<file path="config.mk">
export PLATFORM = sky130hd
export DESIGN_NAME = patch_dump_sysex_tx
export DESIGN_NICKNAME = d
export VERILOG_FILES = /design/src/rtl/synth_bus_pkg.sv /design/src/rtl/param_bus_reader.sv /design/src/rtl/patch_dump_sysex_tx.sv
export SDC_FILE = /design/constraint.sdc
export NUM_CORES = 1
export LEC_CHECK = 0
export ABC_AREA = 1
export BUFFER_PORTS_ARGS = -buffer_cell sky130_fd_sc_hd__buf_4
export CAP_MARGIN = 20
export CELL_PAD_IN_SITES_DETAIL_PLACEMENT = 1
export CELL_PAD_IN_SITES_GLOBAL_PLACEMENT = 1
export CORE_MARGIN = 1.5
export CORE_UTILIZATION = 43
export CTS_BUF_LIST = sky130_fd_sc_hd__clkbuf_4
export DETAILED_ROUTE_END_ITERATION = 12
export GPL_ROUTABILITY_DRIVEN = 0
export GPL_TIMING_DRIVEN = 0
export PLACE_DENSITY_LB_ADDON = 0.1
export SYNTH_ARGS = -nofsm -noshare
export SYNTH_HDL_FRONTEND = slang
export SYNTH_HIERARCHICAL = 1
export SYNTH_SLANG_ARGS = --single-unit
</file>
<file path="constraint.sdc">
create_clock -name sCLK_XVXENVS -period 3.4 [get_ports sCLK_XVXENVS]
set_clock_uncertainty 0.1 [all_clocks]
set_input_delay 0.68 -clock sCLK_XVXENVS [delete_from_list [all_inputs] [get_ports sCLK_XVXENVS]]
set_output_delay 0.68 -clock sCLK_XVXENVS [all_outputs]
set_load 0.02 [all_outputs]
</file>
<file path="src/rtl/synth_bus_pkg.sv">
// Shared parameter-bus and SysEx definitions for the synth engine.
// Bank enumeration, bank tags, message bytes and bank sizing.
package synth_bus_pkg;

  typedef enum logic [1:0] {
    BK_OSC,
    BK_COM,
    BK_M1,
    BK_M2
  } bank_e;

  localparam logic [7:0] TAG_OSC  = 8'h10;
  localparam logic [7:0] TAG_COM  = 8'h11;
  localparam logic [7:0] TAG_M1   = 8'h12;
  localparam logic [7:0] TAG_M2   = 8'h13;

  localparam logic [7:0] SYX_F0   = 8'hF0;
  localparam logic [7:0] SYX_F7   = 8'hF7;
  localparam logic [7:0] SYX_MFR  = 8'h7D;
  localparam logic [7:0] CMD_DUMP = 8'h01;

  function automatic logic [7:0] bank_size(
    input bank_e b,
    input int    v_osc
  );
    if (b == BK_COM) return 8'd16;
    return 8'(v_osc * 16);
  endfunction

  function automatic logic [7:0] bank_tag(
    input bank_e b
  );
    logic [7:0] t;
    unique case (b)
      BK_OSC:  t = TAG_OSC;
      BK_COM:  t = TAG_COM;
      BK_M1:   t = TAG_M1;
      default: t = TAG_M2;
    endcase
    return t;
  endfunction

endpackage

</file>
<file path="src/rtl/param_bus_reader.sv">
// Single parameter read: SETUP, RDH, RDL, CAP.
// Address/bank are held from SETUP until the next start.
module param_bus_reader (
  input  logic       sCLK_XVXENVS,
  input  logic       iRST,
  input  logic       start,
  input  logic [6:0] adr_in,
  input  logic [1:0] bank_in,
  input  logic [7:0] bus_data_in,
  output logic [6:0] adr,
  output logic [1:0] bank,
  output logic       read,
  output logic [7:0] data,
  output logic       done
);

  typedef enum logic [2:0] {
    RD_IDLE,
    RD_SETUP,
    RD_RDH,
    RD_RDL,
    RD_CAP
  } rd_e;

  rd_e state, state_n;

  always_ff @(posedge sCLK_XVXENVS) begin
    if (iRST) state <= RD_IDLE;
    else      state <= state_n;
  end

  always_comb begin
    state_n = state;
    unique case (state)
      RD_IDLE:  if (start) state_n = RD_SETUP;
      RD_SETUP: state_n = RD_RDH;
      RD_RDH:   state_n = RD_RDL;
      RD_RDL:   state_n = RD_CAP;
      RD_CAP:   state_n = RD_IDLE;
      default:  state_n = RD_IDLE;
    endcase
  end

  always_comb begin
    read = (state == RD_RDH);
    done = (state == RD_CAP);
  end

  always_ff @(posedge sCLK_XVXENVS) begin
    if (iRST) begin
      adr  <= '0;
      bank <= '0;
      data <= '0;
    end else begin
      if (start && state == RD_IDLE) begin
        adr  <= adr_in;
        bank <= bank_in;
      end
      if (state == RD_CAP) data <= bus_data_in;
    end
  end

endmodule

</file>
<file path="src/rtl/patch_dump_sysex_tx.sv">
// Patch dump: reads every bank over the parameter bus and
// streams a nibblized, checksummed SysEx message to the UART.
module patch_dump_sysex_tx
  import synth_bus_pkg::*;
#(
  parameter int         V_OSC  = 4,
  parameter logic [6:0] DEV_ID = 7'h00
) (
  input  logic       sCLK_XVXENVS,
  input  logic       iRST,
  input  logic       dump_req,
  input  logic [7:0] bus_data_in,
  output logic [6:0] adr,
  output logic       read,
  output logic       osc_sel,
  output logic       com_sel,
  output logic       m1_sel,
  output logic       m2_sel,
  output logic       sysex_data_patch_send,
  output logic [7:0] tx_data,
  output logic       tx_valid,
  input  logic       tx_ready,
  output logic       busy,
  output logic       done
);

  typedef enum logic [3:0] {
    ST_IDLE,
    ST_HDR,
    ST_TAG,
    ST_RD,
    ST_NIBH,
    ST_NIBL,
    ST_CKSUM,
    ST_EOX,
    ST_DONE
  } st_e;

  st_e        state, state_n;
  logic [1:0] hdr_idx;
  logic [1:0] bank_cnt;
  logic [1:0] rd_bank;
  logic [6:0] adr_cnt;
  logic [6:0] start_adr;
  logic [6:0] sum;
  logic [6:0] ck;
  logic [7:0] rd_data;
  logic       start;
  logic       rd_done;
  logic       adr_last;
  logic       last_bank;
  logic       nib_st;

  assign adr_last  = ({1'b0, adr_cnt} ==
                      bank_size(bank_e'(bank_cnt), V_OSC) - 8'd1);
  assign last_bank = (bank_cnt == 2'd3);
  assign ck        = 7'd0 - sum;
  assign nib_st    = (state == ST_TAG) || (state == ST_NIBH) ||
                     (state == ST_NIBL);
  assign start_adr = (state == ST_NIBL) ? adr_cnt + 7'd1 : adr_cnt;
  assign start     = tx_ready && ((state == ST_TAG) ||
                     (state == ST_NIBL && !adr_last));

  param_bus_reader u_rd (
    .sCLK_XVXENVS (sCLK_XVXENVS),
    .iRST         (iRST),
    .start        (start),
    .adr_in       (start_adr),
    .bank_in      (bank_cnt),
    .bus_data_in  (bus_data_in),
    .adr          (adr),
    .bank         (rd_bank),
    .read         (read),
    .data         (rd_data),
    .done         (rd_done)
  );

  always_ff @(posedge sCLK_XVXENVS) begin
    if (iRST) state <= ST_IDLE;
    else      state <= state_n;
  end

  always_comb begin
    state_n = state;
    unique case (state)
      ST_IDLE:  if (dump_req) state_n = ST_HDR;
      ST_HDR:   if (tx_ready && hdr_idx == 2'd3) state_n = ST_TAG;
      ST_TAG:   if (tx_ready) state_n = ST_RD;
      ST_RD:    if (rd_done) state_n = ST_NIBH;
      ST_NIBH:  if (tx_ready) state_n = ST_NIBL;
      ST_NIBL:
        if (tx_ready) begin
          if (!adr_last)      state_n = ST_RD;
          else if (last_bank) state_n = ST_CKSUM;
          else                state_n = ST_TAG;
        end
      ST_CKSUM: if (tx_ready) state_n = ST_EOX;
      ST_EOX:   if (tx_ready) state_n = ST_DONE;
      ST_DONE:  state_n = ST_IDLE;
      default:  state_n = ST_IDLE;
    endcase
  end

  always_comb begin
    tx_valid = 1'b0;
    tx_data  = 8'h00;
    busy     = 1'b1;
    done     = 1'b0;
    unique case (state)
      ST_IDLE: busy = 1'b0;
      ST_HDR: begin
        tx_valid = 1'b1;
        unique case (hdr_idx)
          2'd0:    tx_data = SYX_F0;
          2'd1:    tx_data = SYX_MFR;
          2'd2:    tx_data = {1'b0, DEV_ID};
          default: tx_data = CMD_DUMP;
        endcase
      end
      ST_TAG: begin
        tx_valid = 1'b1;
        tx_data  = bank_tag(bank_e'(bank_cnt));
      end
      ST_NIBH: begin
        tx_valid = 1'b1;
        tx_data  = {4'h0, rd_data[7:4]};
      end
      ST_NIBL: begin
        tx_valid = 1'b1;
        tx_data  = {4'h0, rd_data[3:0]};
      end
      ST_CKSUM: begin
        tx_valid = 1'b1;
        tx_data  = {1'b0, ck};
      end
      ST_EOX: begin
        tx_valid = 1'b1;
        tx_data  = SYX_F7;
      end
      ST_DONE: begin
        busy = 1'b0;
        done = 1'b1;
      end
      default: ;
    endcase
  end

  // Bank selects follow the bank latched by the reader.
  assign osc_sel = busy && (bank_e'(rd_bank) == BK_OSC);
  assign com_sel = busy && (bank_e'(rd_bank) == BK_COM);
  assign m1_sel  = busy && (bank_e'(rd_bank) == BK_M1);
  assign m2_sel  = busy && (bank_e'(rd_bank) == BK_M2);
  assign sysex_data_patch_send = busy;

  always_ff @(posedge sCLK_XVXENVS) begin
    if (iRST || state == ST_IDLE) begin
      hdr_idx  <= '0;
      adr_cnt  <= '0;
      bank_cnt <= '0;
      sum      <= '0;
    end else begin
      if (state == ST_HDR && tx_ready) hdr_idx <= hdr_idx + 2'd1;
      if (nib_st && tx_ready) sum <= sum + tx_data[6:0];
      if (state == ST_NIBL && tx_ready) begin
        if (adr_last) begin
          adr_cnt  <= '0;
          bank_cnt <= bank_cnt + 2'd1;
        end else begin
          adr_cnt  <= adr_cnt + 7'd1;
        end
      end
    end
  end

endmodule

</file>
After elaboration in Yosys (flattened, before gate mapping)
Cells that the tools add are included.
{ "word_totals": {"reg_bits": 42, "out_inout_bits": 24, "elab_cells": 95} }
{ "op_classes": {"add_sub_neg": 6, "n_eq_ne": 31, "mux": 24, "reduce_logical": 25} }
{ "ops": {"columns": ["op", "n"], "rows": [
  ["8-bit case mux with 6 select lines", 1],
  ["4-bit 2-to-1 mux", 8],
  ["4-bit case mux with 8 select lines", 1],
  ["8-bit case mux with 3 select lines", 1],
  ["4-bit by 3-bit == test with 1-bit output (second input constant)", 4],
  ["8-bit 2-to-1 mux", 2],
  ["2-bit inequality test (second input constant)", 8],
  ["7-bit 2-to-1 mux", 2],
  ["2-bit == test (second input constant)", 6],
  ["3-bit case mux with 4 select lines", 1],
  ["1-bit logical AND", 11],
  ["3-bit 2-to-1 mux", 3],
  ["4-bit by 2-bit == test with 1-bit output (second input constant)", 2],
  ["7-bit by 8-bit == test with 1-bit output", 1],
  ["8-bit AND reduction", 1],
  ["8-bit by 1-bit subtractor with 8-bit output (second input constant)", 1],
  ["7-bit by 1-bit adder with 7-bit output (second input constant)", 1],
  ["7-bit adder", 1],
  ["1-bit by 7-bit subtractor with 7-bit output (first input constant)", 1],
  ["2-bit by 1-bit == test with 1-bit output (second input constant)", 3],
  ["3-bit by 2-bit == test with 1-bit output (second input constant)", 2],
  ["2-bit logical NOT", 3],
  ["2-bit case mux with 3 select lines", 1],
  ["6-bit OR reduction", 1],
  ["other kinds (13)", 20]
]} }

Depth between registers and ports, before layout
Gate-level depths: netlist of the first run.
{ "depth": {"word_depth": 11, "depth_mapped": 17} }

Cells and area by module
Netlist of the first run, hierarchy kept.
{ "modules_own_cells": {"columns": ["mod", "instances", "cells_per_inst", "area_per_inst_um2", "seq_area_each_um2"], "rows": [
  ["patch_dump_sysex_tx", 1, 282, 1895.6, 440.4],
  ["param_bus_reader", 1, 125, 885.8, 400.4]
]} }

Least setup slack after synthesis of the first run
OpenSTA, ideal clock, no wires.
{ "synth_timing": {"kind": "flip-flop to flip-flop", "start": "register state[2] (netlist name)", "end": "register sum[6]", "arrival_ps": 2436, "required_ps": 3185, "path_slack_ps": 749, "path_stages_with_launch": 17, "period_less_slack_ps": 2651, "path_cell_list": "dfxtp_1 > inv_2 > nor2_4 > nand2_4 > inv_4 > buf_2 > a21oi_1 > nand4_1 > ha_1 > inv_1 > fa_1 > nor3_1 > nor2_1 > nand3_1 > nand3_1 > nand2_1 > nor2_1"} }
{ "synth_rtl": {"columns": ["element", "line_no", "rtl"], "rows": [
  ["end signal, assigned", "patch_dump_sysex_tx.sv:163", "if (nib_st && tx_ready) sum <= sum + tx_data[6:0];"],
  ["end, declared", "patch_dump_sysex_tx.sv:45", "logic [6:0] sum;"]
]} }

==> impl_metrics.env, run 1 <==
export IMPL_status="complete, no violations"
export IMPL_fp_coreArea_um2=6310
export IMPL_insertedDiodeCount=0
export IMPL_synth_mux_area_fraction_pct=0
export IMPL_layoutNonFillerInstCount=526
export IMPL_start_util_pct=44.1
export IMPL_synth_fa_ha_area_share_pct=8.82
export IMPL_synth_sequential_area_ratio_pct=30.2
export IMPL_slew_viol_final=0
export IMPL_ir_drop_uv=310
export IMPL_crit_chain="inv_2 > nor2_4 > nand2_4 > inv_4 > buf_2 > a21oi_1 > nand4_1 > ha_1 > inv_1 > fa_1 > nor3_1 > nor2_1 > nand3_1 > nand3_1 > nand2_1 > nor2_1"
export IMPL_grt_usage_pct=21.3
export IMPL_synthCells=407
export IMPL_worstMarginPinSlew_ns=0.489
export IMPL_hp_class="flop to flop"
export IMPL_crit_fanout=10
export IMPL_dp_hpwl_um=5660
export IMPL_vias=2667
export IMPL_grt_max_degree=13
export IMPL_grt_pass1_vias=2526
export IMPL_arrival_ns=3.13
export IMPL_antenna_found_initial=0
export IMPL_synth_compound_area_share_pct=12.3
export IMPL_cp_start_kind="flop"
export IMPL_r2r_slack_ns=0.43
export IMPL_yosysTopAreaCell="dfxtp_1"
export IMPL_synth_top_family_by_area="simple AND/OR/NAND/NOR gates"
export IMPL_whs_endpoint="u_rd/data[4]$_SDFFE_PP0P_"
export IMPL_ctsHtreeMaxLevel=2
export IMPL_r2r_end="sum[6]$_SDFFE_PP0P_"
export IMPL_synth_avg_cell_area_um2=6.83
export IMPL_slowest_stage="dfxtp_1"
export IMPL_post_route_period_util_pct=87.5
export IMPL_cp_end_kind="flop"
export IMPL_numPortBuffers=34
export IMPL_synth_top_area_share_pct=30.2
export IMPL_numClockSinks=42
export IMPL_cts_buffer_depth=2
export IMPL_reg2reg_depth=16
export IMPL_post_cts_resize_count=0
export IMPL_postCtsSetupBuffers=0
export IMPL_cts_root_buf="clkbuf_4"
export IMPL_route_detailed_drc=0
export IMPL_fin_area_um2=3220
export IMPL_drt_iter0_drc=94
export IMPL_tritoncts="yes"
export IMPL_drt_pass1_iterations=4
export IMPL_final_nets=479
export IMPL_worst_path_largest_cell_delay_ns=0.48
export IMPL_insertion_delay_ns=0.36
export IMPL_die_area_um2=6960
export IMPL_area_delta_synth_final_pct=15.6
export IMPL_yosys_area_share_xor_xnor_pct=2.83
export IMPL_gr_total_overflow=0
export IMPL_placedInstanceArea_um2=3130
export IMPL_place_inst=518
export IMPL_ys_top_cells_by_area="dfxtp_1, nand2_1, ha_1, nand3_1, inv_1"
export IMPL_wl_um=7050
export IMPL_boundaryPins=36
export IMPL_yosysUniqueCellTypes=40
export IMPL_die_h_um=83.4
export IMPL_wire_per_inst_um=13.4
export IMPL_fp_row_count=29
export IMPL_setup_tns_ns=0
export IMPL_yosys_warnings=6
export IMPL_hold_start="u_rd/data[4]$_SDFFE_PP0P_"
export IMPL_relSlewSlack_pct=67.4
export IMPL_power_density_nw_per_um2=546
export IMPL_maxClockFrequency_mhz=336
export IMPL_ys_seq_elements=42
export IMPL_vias_per_cell=5.07
export IMPL_die_w_um=83.4
export IMPL_p_leak_nw=1.51
export IMPL_finalHoldViolations=0
export IMPL_synth_edf_count=0
export IMPL_drive_gt1_share_pct=18.5
export IMPL_ys_flop_type="dfxtp_1"
export IMPL_path_class="flop to flop"
export IMPL_grt_pass1_wl_um=12100
export IMPL_n_fill_cell=851
export IMPL_whs_path_depth=2
export IMPL_whs_ns=0.393
export IMPL_syn_area_um2=2780
export IMPL_post_route_min_period_ns=2.97
export IMPL_clkTransAtPathRegs_ns=0.13
export IMPL_synth_nets=438
export IMPL_holdBufCountCts=0
export IMPL_rsz0062_at_grt="false"
export IMPL_critPathRequiredTime_ns=3.56
export IMPL_numCtsBuffers=5
export IMPL_ant_nets=0
export IMPL_rr_startpoint="state[2]$_SDFFE_PP0P_"
export IMPL_finalSetupViolations=0
export IMPL_drv_cap=0
export IMPL_async_reset_ff_share_pct=0
export IMPL_yosys_area_share_simple_pct=35.1
## registers in the layout, indices dropped and copies added (netlist names)
name and cells:
u_rd/data 8, u_rd/bank 2, sum 7, u_rd/adr 7
hdr_idx 2, state 4, adr_cnt 7, u_rd/state 3
bank_cnt 2
## routing by layer
layer | global-route usage [%] | wire (um) | vias up
met5 | 0 | 0 | -
met4 | 5.37 | 76 | 0
li1 | - | - | 1394
met3 | 3.98 | 285 | 8
met1 | 29.7 | 3550 | 1218
met2 | 34.0 | 3140 | 47
## worst max path at each step
stage | startpoint | endpoint | slack, ns | cells past startpoint
global route | state[2]$_SDFFE_PP0P_ | sum[6]$_SDFFE_PP0P_ | 0.13 | 16
global placement | state[2]$_SDFFE_PP0P_ | sum[6]$_SDFFE_PP0P_ | 0.49 | 16
CTS | state[2]$_SDFFE_PP0P_ | sum[6]$_SDFFE_PP0P_ | 0.42 | 16
finish | state[2]$_SDFFE_PP0P_ | sum[6]$_SDFFE_PP0P_ | 0.43 | 16
detailed placement | state[2]$_SDFFE_PP0P_ | sum[6]$_SDFFE_PP0P_ | 0.47 | 16
floorplan | state[2]$_SDFFE_PP0P_ | sum[6]$_SDFFE_PP0P_ | 0.75 | 16
## worst max-delay path: cells and delay by family, from the launching register on
family / cells / cell delay, ns
simple gates: 9 / 1.03
fa+ha+maj: 2 / 0.67
buf+inv: 4 / 0.50
flops: 1 / 0.48
compound gates: 1 / 0.10
## cell usage after synthesis, drive strengths merged, types with 2 or more instances
cell type	count
nand2	90
inv	57
nor2	57
dfxtp	42
nand3	39
a21oi	35
o21ai	19
ha	18
buf	10
nor3	10
xor2	8
nand4	6
nor3b	2
## cell type report
| type | instances | area [um^2] | area share, % |
|---|---|---|---|
| multi-input cells | 296 | 1640 | 51.1 |
| inverters | 58 | 223 | 6.93 |
| well taps | 77 | 96.3 | 3.00 |
| clock inverters | 1 | 30.0 | 0.934 |
| clock buffers | 7 | 52.6 | 1.63 |
| plain buffers | 11 | 73.8 | 2.30 |
| flip-flops and latches | 42 | 841 | 26.1 |
| repair buffers | 34 | 255 | 7.94 |
## layout by cell type, fill, tap and decap left out, types with 5 or more instances in the layout
master	n
nand2_1	83
inv_1	48
nor2_1	46
dfxtp_1	42
nand3_1	38
buf_4	37
a21oi_1	34
ha_1	18
o21ai_0	13
nor3_1	9
xor2_1	8
inv_2	7
clkbuf_4	7
nor2_4	6
nand4_1	6
o21ai_1	6
buf_2	5
## power by group
group	leakage [nW]	internal, mW	total [mW]	switching, mW
clock network	0.0463	0.172	0.344	0.172
registers	0.340	0.545	0.599	0.0539
logic	1.12	0.294	0.812	0.518
## metrics by stage
stage	power (mW)	worst slack, ns	util [%]
floorplan	1.16	0.749	-
global placement	1.41	0.495	49.6
detailed placement	1.43	0.471	49.6
CTS	1.78	0.423	50.9
global route	1.89	0.130	50.9
finish	1.76	0.425	50.9
## kinds of logic after synthesis
logic type      after synthesis
fa+ha+maj                    19
flops                        42
compound gates               63
buf+inv                      69
simple gates                205
xor+xnor                      9
No activity file was read; power rests on OpenSTA's default activity.
==> run 2: changes to the inputs <==
Settings changed: ABC_AREA 1 to default, CORE_UTILIZATION 43 to 45.
==> run 2 against run 1 <==
Effect of this change: final cell count shrank 14%; critical endpoint unchanged; worst setup slack lost 0.21 ns; die area shrank 3.5%; worst hold slack lost 0.0066 ns; sequential share of layout area is essentially flat; final area grew 0.16%; sequential cell count is the same; largest cell class unchanged; critical path depth shrank 3.
==> impl_metrics.env, run 2 <==
export IMPL_insertedDiodeCount=0
export IMPL_whs_ns=0.386
export IMPL_synth_top_area_share_pct=30.0
export IMPL_syn_area_um2=2810
export IMPL_vias_per_cell=5.48
export IMPL_path_buf_inv=3
export IMPL_rsz0062_at_grt="true"
export IMPL_ir_drop_uv=162
export IMPL_wl_um=7140
export IMPL_cp_end_kind="flop"
export IMPL_r2r_slack_ns=0.21
export IMPL_power_density_nw_per_um2=298
export IMPL_post_route_period_util_pct=93.8
export IMPL_ant_nets=0
export IMPL_route_detailed_drc=0
export IMPL_slew_viol_final=0
export IMPL_synth_fa_ha_area_share_pct=8.74
export IMPL_clkTransAtPathRegs_ns=0.13
export IMPL_numPortBuffers=35
export IMPL_insertion_delay_ns=0.37
export IMPL_ys_seq_elements=42
export IMPL_holdBufCountCts=0
export IMPL_synth_common_cells="dfxtp_1, nand2b_1, nand2_1"
export IMPL_crit_chain="buf_6 > clkbuf_1 > and3_1 > o21ai_0 > nand4_1 > ha_1 > inv_1 > fa_1 > nor2b_1 > o2111ai_1 > a41oi_2 > xnor2_1 > nor2_1"
export IMPL_synth_avg_cell_area_um2=8.42
export IMPL_synth_mux_area_fraction_pct=8.03
export IMPL_hp_class="flop to flop"
export IMPL_vias=2467
export IMPL_wire_per_inst_um=15.9
export IMPL_final_common_cell="dfxtp_1"
export IMPL_layoutNonFillerInstCount=450
export IMPL_yosys_area_share_simple_pct=28.5
export IMPL_cp_start_kind="flop"
export IMPL_grt_pass1_wl_um=11900
export IMPL_cts_buffer_depth=2
export IMPL_synthCells=333
export IMPL_regMostFlops="u_rd/data"
export IMPL_drv_cap=0
export IMPL_yosys_warnings=6
export IMPL_yosys_area_share_xor_xnor_pct=5.00
export IMPL_fin_area_um2=3220
export IMPL_arrival_ns=3.36
export IMPL_cts_root_buf="clkbuf_4"
export IMPL_place_inst=443
export IMPL_slowest_stage="fa_1"
export IMPL_numClockSinks=42
export IMPL_yosysUniqueCellTypes=60
export IMPL_post_route_min_period_ns=3.19
export IMPL_synth_compound_area_share_pct=14.4
export IMPL_synth_sequential_area_ratio_pct=30.0
export IMPL_numCtsBuffers=5
export IMPL_drt_pass1_iterations=4
export IMPL_r2r_end="sum[6]$_SDFFE_PP0P_"
export IMPL_finalHoldViolations=0
export IMPL_ys_flop_type="dfxtp_1"
export IMPL_largest_reg_flops=8
export IMPL_worst_path_largest_cell_delay_ns=0.40
export IMPL_synth_nets=364
export IMPL_die_area_um2=6720
export IMPL_rr_startpoint="state[1]$_SDFFE_PP0P_"
export IMPL_start_util_pct=47.1
export IMPL_yosysTopAreaCell="dfxtp_1"
export IMPL_n_fill_cell=744
export IMPL_tritoncts="yes"
export IMPL_drive_gt1_share_pct=17.9
export IMPL_maxClockFrequency_mhz=314
export IMPL_postCtsSetupBuffers=0
export IMPL_relSlewSlack_pct=59.6
export IMPL_area_delta_synth_final_pct=14.8
export IMPL_gr_total_overflow=0
export IMPL_regArea_um2=841
export IMPL_p_leak_nw=1.33
export IMPL_grt_usage_pct=23.3
export IMPL_boundaryPins=36
export IMPL_worst_path_dominant_cell_family="simple AND/OR/NAND/NOR gates"
export IMPL_grt_max_degree=13
export IMPL_multiInputGateArea_um2=1820
export IMPL_status="complete, no violations"
export IMPL_crit_fanout=10
export IMPL_die_h_um=82.0
export IMPL_dp_hpwl_um=5490
export IMPL_die_w_um=82.0
export IMPL_final_nets=406
export IMPL_cp_startpoint="state[1]$_SDFFE_PP0P_"
export IMPL_critical_path_endpoint="sum[6]$_SDFFE_PP0P_"
export IMPL_critPathRequiredTime_ns=3.57
export IMPL_antenna_found_initial=0
export IMPL_fp_row_count=28
export IMPL_reg2reg_depth=13
export IMPL_placedInstanceArea_um2=3160
export IMPL_path_class="flop to flop"
export IMPL_grt_pass1_vias=2421
export IMPL_final_cell_mix="dfxtp_1, nand2b_1, buf_4, nand2_1, nor2_1"
export IMPL_fp_coreArea_um2=5960
export IMPL_async_reset_ff_share_pct=0
export IMPL_synth_edf_count=0
export IMPL_drt_iter0_drc=77
export IMPL_finalSetupViolations=0
export IMPL_synth_most_common_cell="dfxtp_1"
export IMPL_ctsHtreeMaxLevel=2
export IMPL_synth_top_family_by_area="simple AND/OR/NAND/NOR gates"
export IMPL_worstMarginPinSlew_ns=0.602
export IMPL_cp_depth=13
export IMPL_ys_top_cells_by_area="dfxtp_1, nand2b_1, ha_1, mux2i_1, nand2_1"
==> run 2: cell types whose count changed after synthesis, moves of 5 or more <==
cell	previous run	this run
o21ai_1	6	1
a21oi_1	34	17
nand3_1	38	7
nand2b_1	0	38
nor2_4	6	0
xnor2_1	1	10
mux2i_1	0	21
and3_1	0	7
nor2_1	46	24
inv_1	48	13
nand2_1	83	28
clkbuf_1	1	7
o21ai_0	13	6
inv_2	7	0
==> run 2: area by class of cell <==
| type | count | share of cell area (%) |
|---|---|---|
| clock buffer | 6 | 1.40 |
| sequential | 42 | 26.1 |
| multi-input combinational | 259 | 56.4 |
| clock inverter | 1 | 0.233 |
| buffer | 19 | 3.22 |
| tap | 75 | 2.91 |
| inverter | 13 | 1.52 |
| timing repair buffer | 35 | 8.16 |
==> run 2: worst min-delay path by stage <==
| stage | from | slack [ns] | cells after the start | endpoint |
|---|---|---|---|---|
| final | u_rd/data[2]$_SDFFE_PP0P_ | 0.39 | 2 | u_rd/data[2]$_SDFFE_PP0P_ |
| after CTS | u_rd/data[2]$_SDFFE_PP0P_ | 0.39 | 2 | u_rd/data[2]$_SDFFE_PP0P_ |
| after floorplan | u_rd/data[7]$_SDFFE_PP0P_ | 0.34 | 2 | u_rd/data[7]$_SDFFE_PP0P_ |
| after global routing | iRST | 0.40 | 2 | state[2]$_SDFFE_PP0P_ |
| after detailed placement | u_rd/data[2]$_SDFFE_PP0P_ | 0.36 | 2 | u_rd/data[2]$_SDFFE_PP0P_ |
| after global placement | u_rd/data[1]$_SDFFE_PP0P_ | 0.36 | 2 | u_rd/data[1]$_SDFFE_PP0P_ |
==> run 2: worst register-to-register path: stages, from the launching register on <==
cell,delay (ns)
dfxtp_1,0.35
buf_6,0.13
clkbuf_1,0.39
and3_1,0.34
o21ai_0,0.17
nand4_1,0.17
ha_1,0.21
inv_1,0.07
fa_1,0.40
nor2b_1,0.18
o2111ai_1,0.17
a41oi_2,0.22
xnor2_1,0.14
nor2_1,0.05
==> run 2: where the power goes <==
| group | internal, mW | switching, mW |
|---|---|---|
| Sequential | 0.495 | 0.00325 |
| Combinational | 0.0787 | 0.117 |
| Clock | 0.0854 | 0.179 |
| Total | 0.659 | 0.299 |
==> run 2: per-stage QoR <==
| step | worst slack, ns | setup TNS [ns] | power (mW) | util [%] |
|---|---|---|---|---|
| finish | 0.211 | 0 | 0.959 | 54.1 |
| global placement | 0.281 | 0 | 0.701 | 53.1 |
| floorplan | 0.519 | 0 | 0.630 | - |
| global route | -0.0392 | -0.0666 | 0.999 | 54.1 |
| detailed placement | 0.254 | 0 | 0.704 | 53.1 |
| CTS | 0.225 | 0 | 0.965 | 54.0 |
==> run 2: cell families (layout without fill, tap and decap cells) <==
| family | Yosys count | count (layout) |
|---|---|---|
| fa+ha+maj | 19 | 19 |
| flops | 42 | 42 |
| xor+xnor | 16 | 16 |
| mux | 22 | 22 |
| simple gates | 145 | 145 |
| compound gates | 57 | 57 |
| buf+inv | 32 | 74 |
==> run 2: layer usage <==
layer | wire length [um] | vias to the layer above | share of wire [%] | global-route usage (%)
met1 | 3430 | 1199 | 48 | 30.6
met4 | 96 | 0 | 1.3 | 6.61
li1 | - | 1229 | - | -
met2 | 3440 | 31 | 48 | 39.1
met5 | 0 | - | 0 | 0
met3 | 180 | 8 | 2.5 | 3.89
==> run 2: what timing repair did <==
action,4_1_cts,5_1_grt
endpoints found under the setup margin,0,3
gates resized for setup,0,3
hold endpoints to repair,0,0
==> run 3: changes to the inputs <==
Settings changed: CELL_PAD_IN_SITES_DETAIL_PLACEMENT 1 to default, CELL_PAD_IN_SITES_GLOBAL_PLACEMENT 1 to default, CORE_UTILIZATION 45 to 60, PLACE_DENSITY from default to 0.82, PLACE_DENSITY_LB_ADDON 0.1 to default.
==> run 3 against run 2 <==
Effect of this change: final cell count is 4.9% lower; combinational power hardly changed; fmax increased by 0.19%; clock power decreased by 6%; count of clock-buffer cells in the layout unchanged; sequential power barely moved; sequential cell count stayed put; register-to-register slack hardly changed.
==> impl_metrics.env, run 3 (synthesis results as in run 2) <==
export IMPL_insertion_delay_ns=0.35
export IMPL_clkTransAtPathRegs_ns=0.12
export IMPL_finalSetupViolations=0
export IMPL_numPortBuffers=35
export IMPL_slew_viol_final=0
export IMPL_holdBufCountCts=0
export IMPL_route_detailed_drc=0
export IMPL_reg2reg_depth=13
export IMPL_critPathRequiredTime_ns=3.55
export IMPL_ant_nets=0
export IMPL_gr_total_overflow=0
export IMPL_tritoncts="yes"
export IMPL_hp_class="flop to flop"
export IMPL_regMostFlops="u_rd/data"
export IMPL_r2r_slack_ns=0.22
export IMPL_grt_pass1_vias=2371
export IMPL_largest_reg_flops=8
export IMPL_final_util_pct=72.4
export IMPL_insertedDiodeCount=0
export IMPL_p_leak_nw=1.33
export IMPL_crit_fanout=10
export IMPL_die_w_um=71.4
export IMPL_maxClockFrequency_mhz=314
export IMPL_die_area_um2=5090
export IMPL_multiInputGateArea_um2=1820
export IMPL_cp_start_kind="flop"
export IMPL_regArea_um2=841
export IMPL_path_class="flop to flop"
export IMPL_numClockSinks=42
export IMPL_numCtsBuffers=5
export IMPL_hold_start="u_rd/adr[1]$_SDFFE_PP0P_"
export IMPL_cts_buffer_depth=2
export IMPL_whs_path_depth=2
export IMPL_final_common_cell="dfxtp_1"
export IMPL_relSlewSlack_pct=54.8
export IMPL_antenna_found_initial=0
export IMPL_drv_cap=0
export IMPL_area_delta_synth_final_pct=14.0
export IMPL_drive_gt1_share_pct=17.8
export IMPL_cts_root_buf="clkbuf_4"
export IMPL_drt_iter0_drc=187
export IMPL_fp_row_count=24
export IMPL_die_h_um=71.4
export IMPL_dp_hpwl_um=4990
export IMPL_grt_pass1_wl_um=10900
export IMPL_grt_usage_pct=26.7
export IMPL_final_cell_mix="dfxtp_1, nand2b_1, buf_4, nand2_1, nor2_1"
export IMPL_worstMarginPinSlew_ns=0.674
export IMPL_power_total_uw=941
export IMPL_post_route_period_util_pct=93.6
export IMPL_start_util_pct=63.5
export IMPL_dp_slack_ns=0.211
export IMPL_n_fill_cell=372
export IMPL_whs_endpoint="u_rd/adr[1]$_SDFFE_PP0P_"
export IMPL_finalHoldViolations=0
export IMPL_r2r_end="sum[6]$_SDFFE_PP0P_"
export IMPL_postCtsSetupBuffers=0
export IMPL_wl_um=6590
export IMPL_vias_per_cell=5.86
export IMPL_fp_coreArea_um2=4410
export IMPL_setup_ws_ns=0.217
export IMPL_power_density_nw_per_um2=294
export IMPL_final_nets=406
export IMPL_rr_startpoint="state[1]$_SDFFE_PP0P_"
export IMPL_ctsHtreeMaxLevel=2
export IMPL_status="complete, no violations"
export IMPL_post_route_min_period_ns=3.18
export IMPL_cp_end_kind="flop"
export IMPL_ir_drop_uv=211
export IMPL_vias=2508
export IMPL_grt_max_degree=13
export IMPL_drt_pass1_iterations=5
export IMPL_wire_per_inst_um=15.4
export IMPL_boundaryPins=36
export IMPL_setup_tns_ns=0
export IMPL_arrival_ns=3.33
run 3: changes by cell type in the layout (fill, tap and decap cells not counted), sizes merged:
| cell | delta |
|---|---|
| clkinvlp | -1 |
| clkinv | +2 |
run 3: worst max path at each step:
stage                              from                  end  slack (ns)  cells past startpoint
4_1_cts           state[1]$_SDFFE_PP0P_  sum[6]$_SDFFE_PP0P_        0.16                     14
3_3_place_gp      state[1]$_SDFFE_PP0P_  sum[6]$_SDFFE_PP0P_        0.29                     14
3_5_place_dp      state[1]$_SDFFE_PP0P_  sum[6]$_SDFFE_PP0P_        0.21                     14
2_1_floorplan  bank_cnt[0]$_SDFFE_PP0P_  sum[5]$_SDFFE_PP0P_        0.52                     11
5_1_grt           state[1]$_SDFFE_PP0P_  sum[6]$_SDFFE_PP0P_     -0.0003                     13
6_report          state[1]$_SDFFE_PP0P_  sum[6]$_SDFFE_PP0P_        0.22                     13
run 3: what timing repair did:
item	CTS	global route
resized for setup	0	2
endpoints found under the setup margin	0	2
endpoints found under the hold margin	0	0
run 3: cell type report:
type                    count  share of cell area (%)
well taps                  52                    2.03
multi-input cells         259                    57.0
flip-flops and latches     42                    26.3
clock buffers               6                    1.41
repair buffers             35                    8.22
plain buffers              19                    3.21
clock inverters             2                   0.274
inverters                  13                    1.53
run 3: where the power goes:
part | internal [mW] | total [mW] | switching, mW
Sequential | 0.495 | 0.499 | 0.00408
Clock | 0.0860 | 0.249 | 0.163
Combinational | 0.0787 | 0.193 | 0.114
run 3: per-stage QoR:
stage               hold slack, ns  cells  area, um^2
finish                       0.385    428        3200
global route                 0.410    428        3200
floorplan                    0.344    333        2810
CTS                          0.384    428        3190
global placement             0.361    420        3130
detailed placement           0.363    420        3130
run 3: critical path, stage by stage, from the launching register on:
cell       delay (ns)
dfxtp_1          0.35
buf_6            0.13
clkbuf_1         0.37
and3_1           0.37
o21ai_0          0.16
nand4_1          0.16
ha_1             0.22
inv_1            0.07
fa_1             0.40
nor2b_1          0.20
o2111ai_1        0.16
a41oi_2          0.20
xnor2_1          0.14
nor2_1           0.05
run 3: layer usage:
layer / share of wire [%] / wire, um / up-vias / GRT usage, %
met1: 48 / 3160 / 1177 / 37.7
met2: 45 / 2990 / 84 / 42.1
met3: 5.7 / 378 / 9 / 4.78
met5: 0 / 0 / - / 0
li1: - / - / 1238 / -
met4: 1.1 / 70 / 0 / 7.13
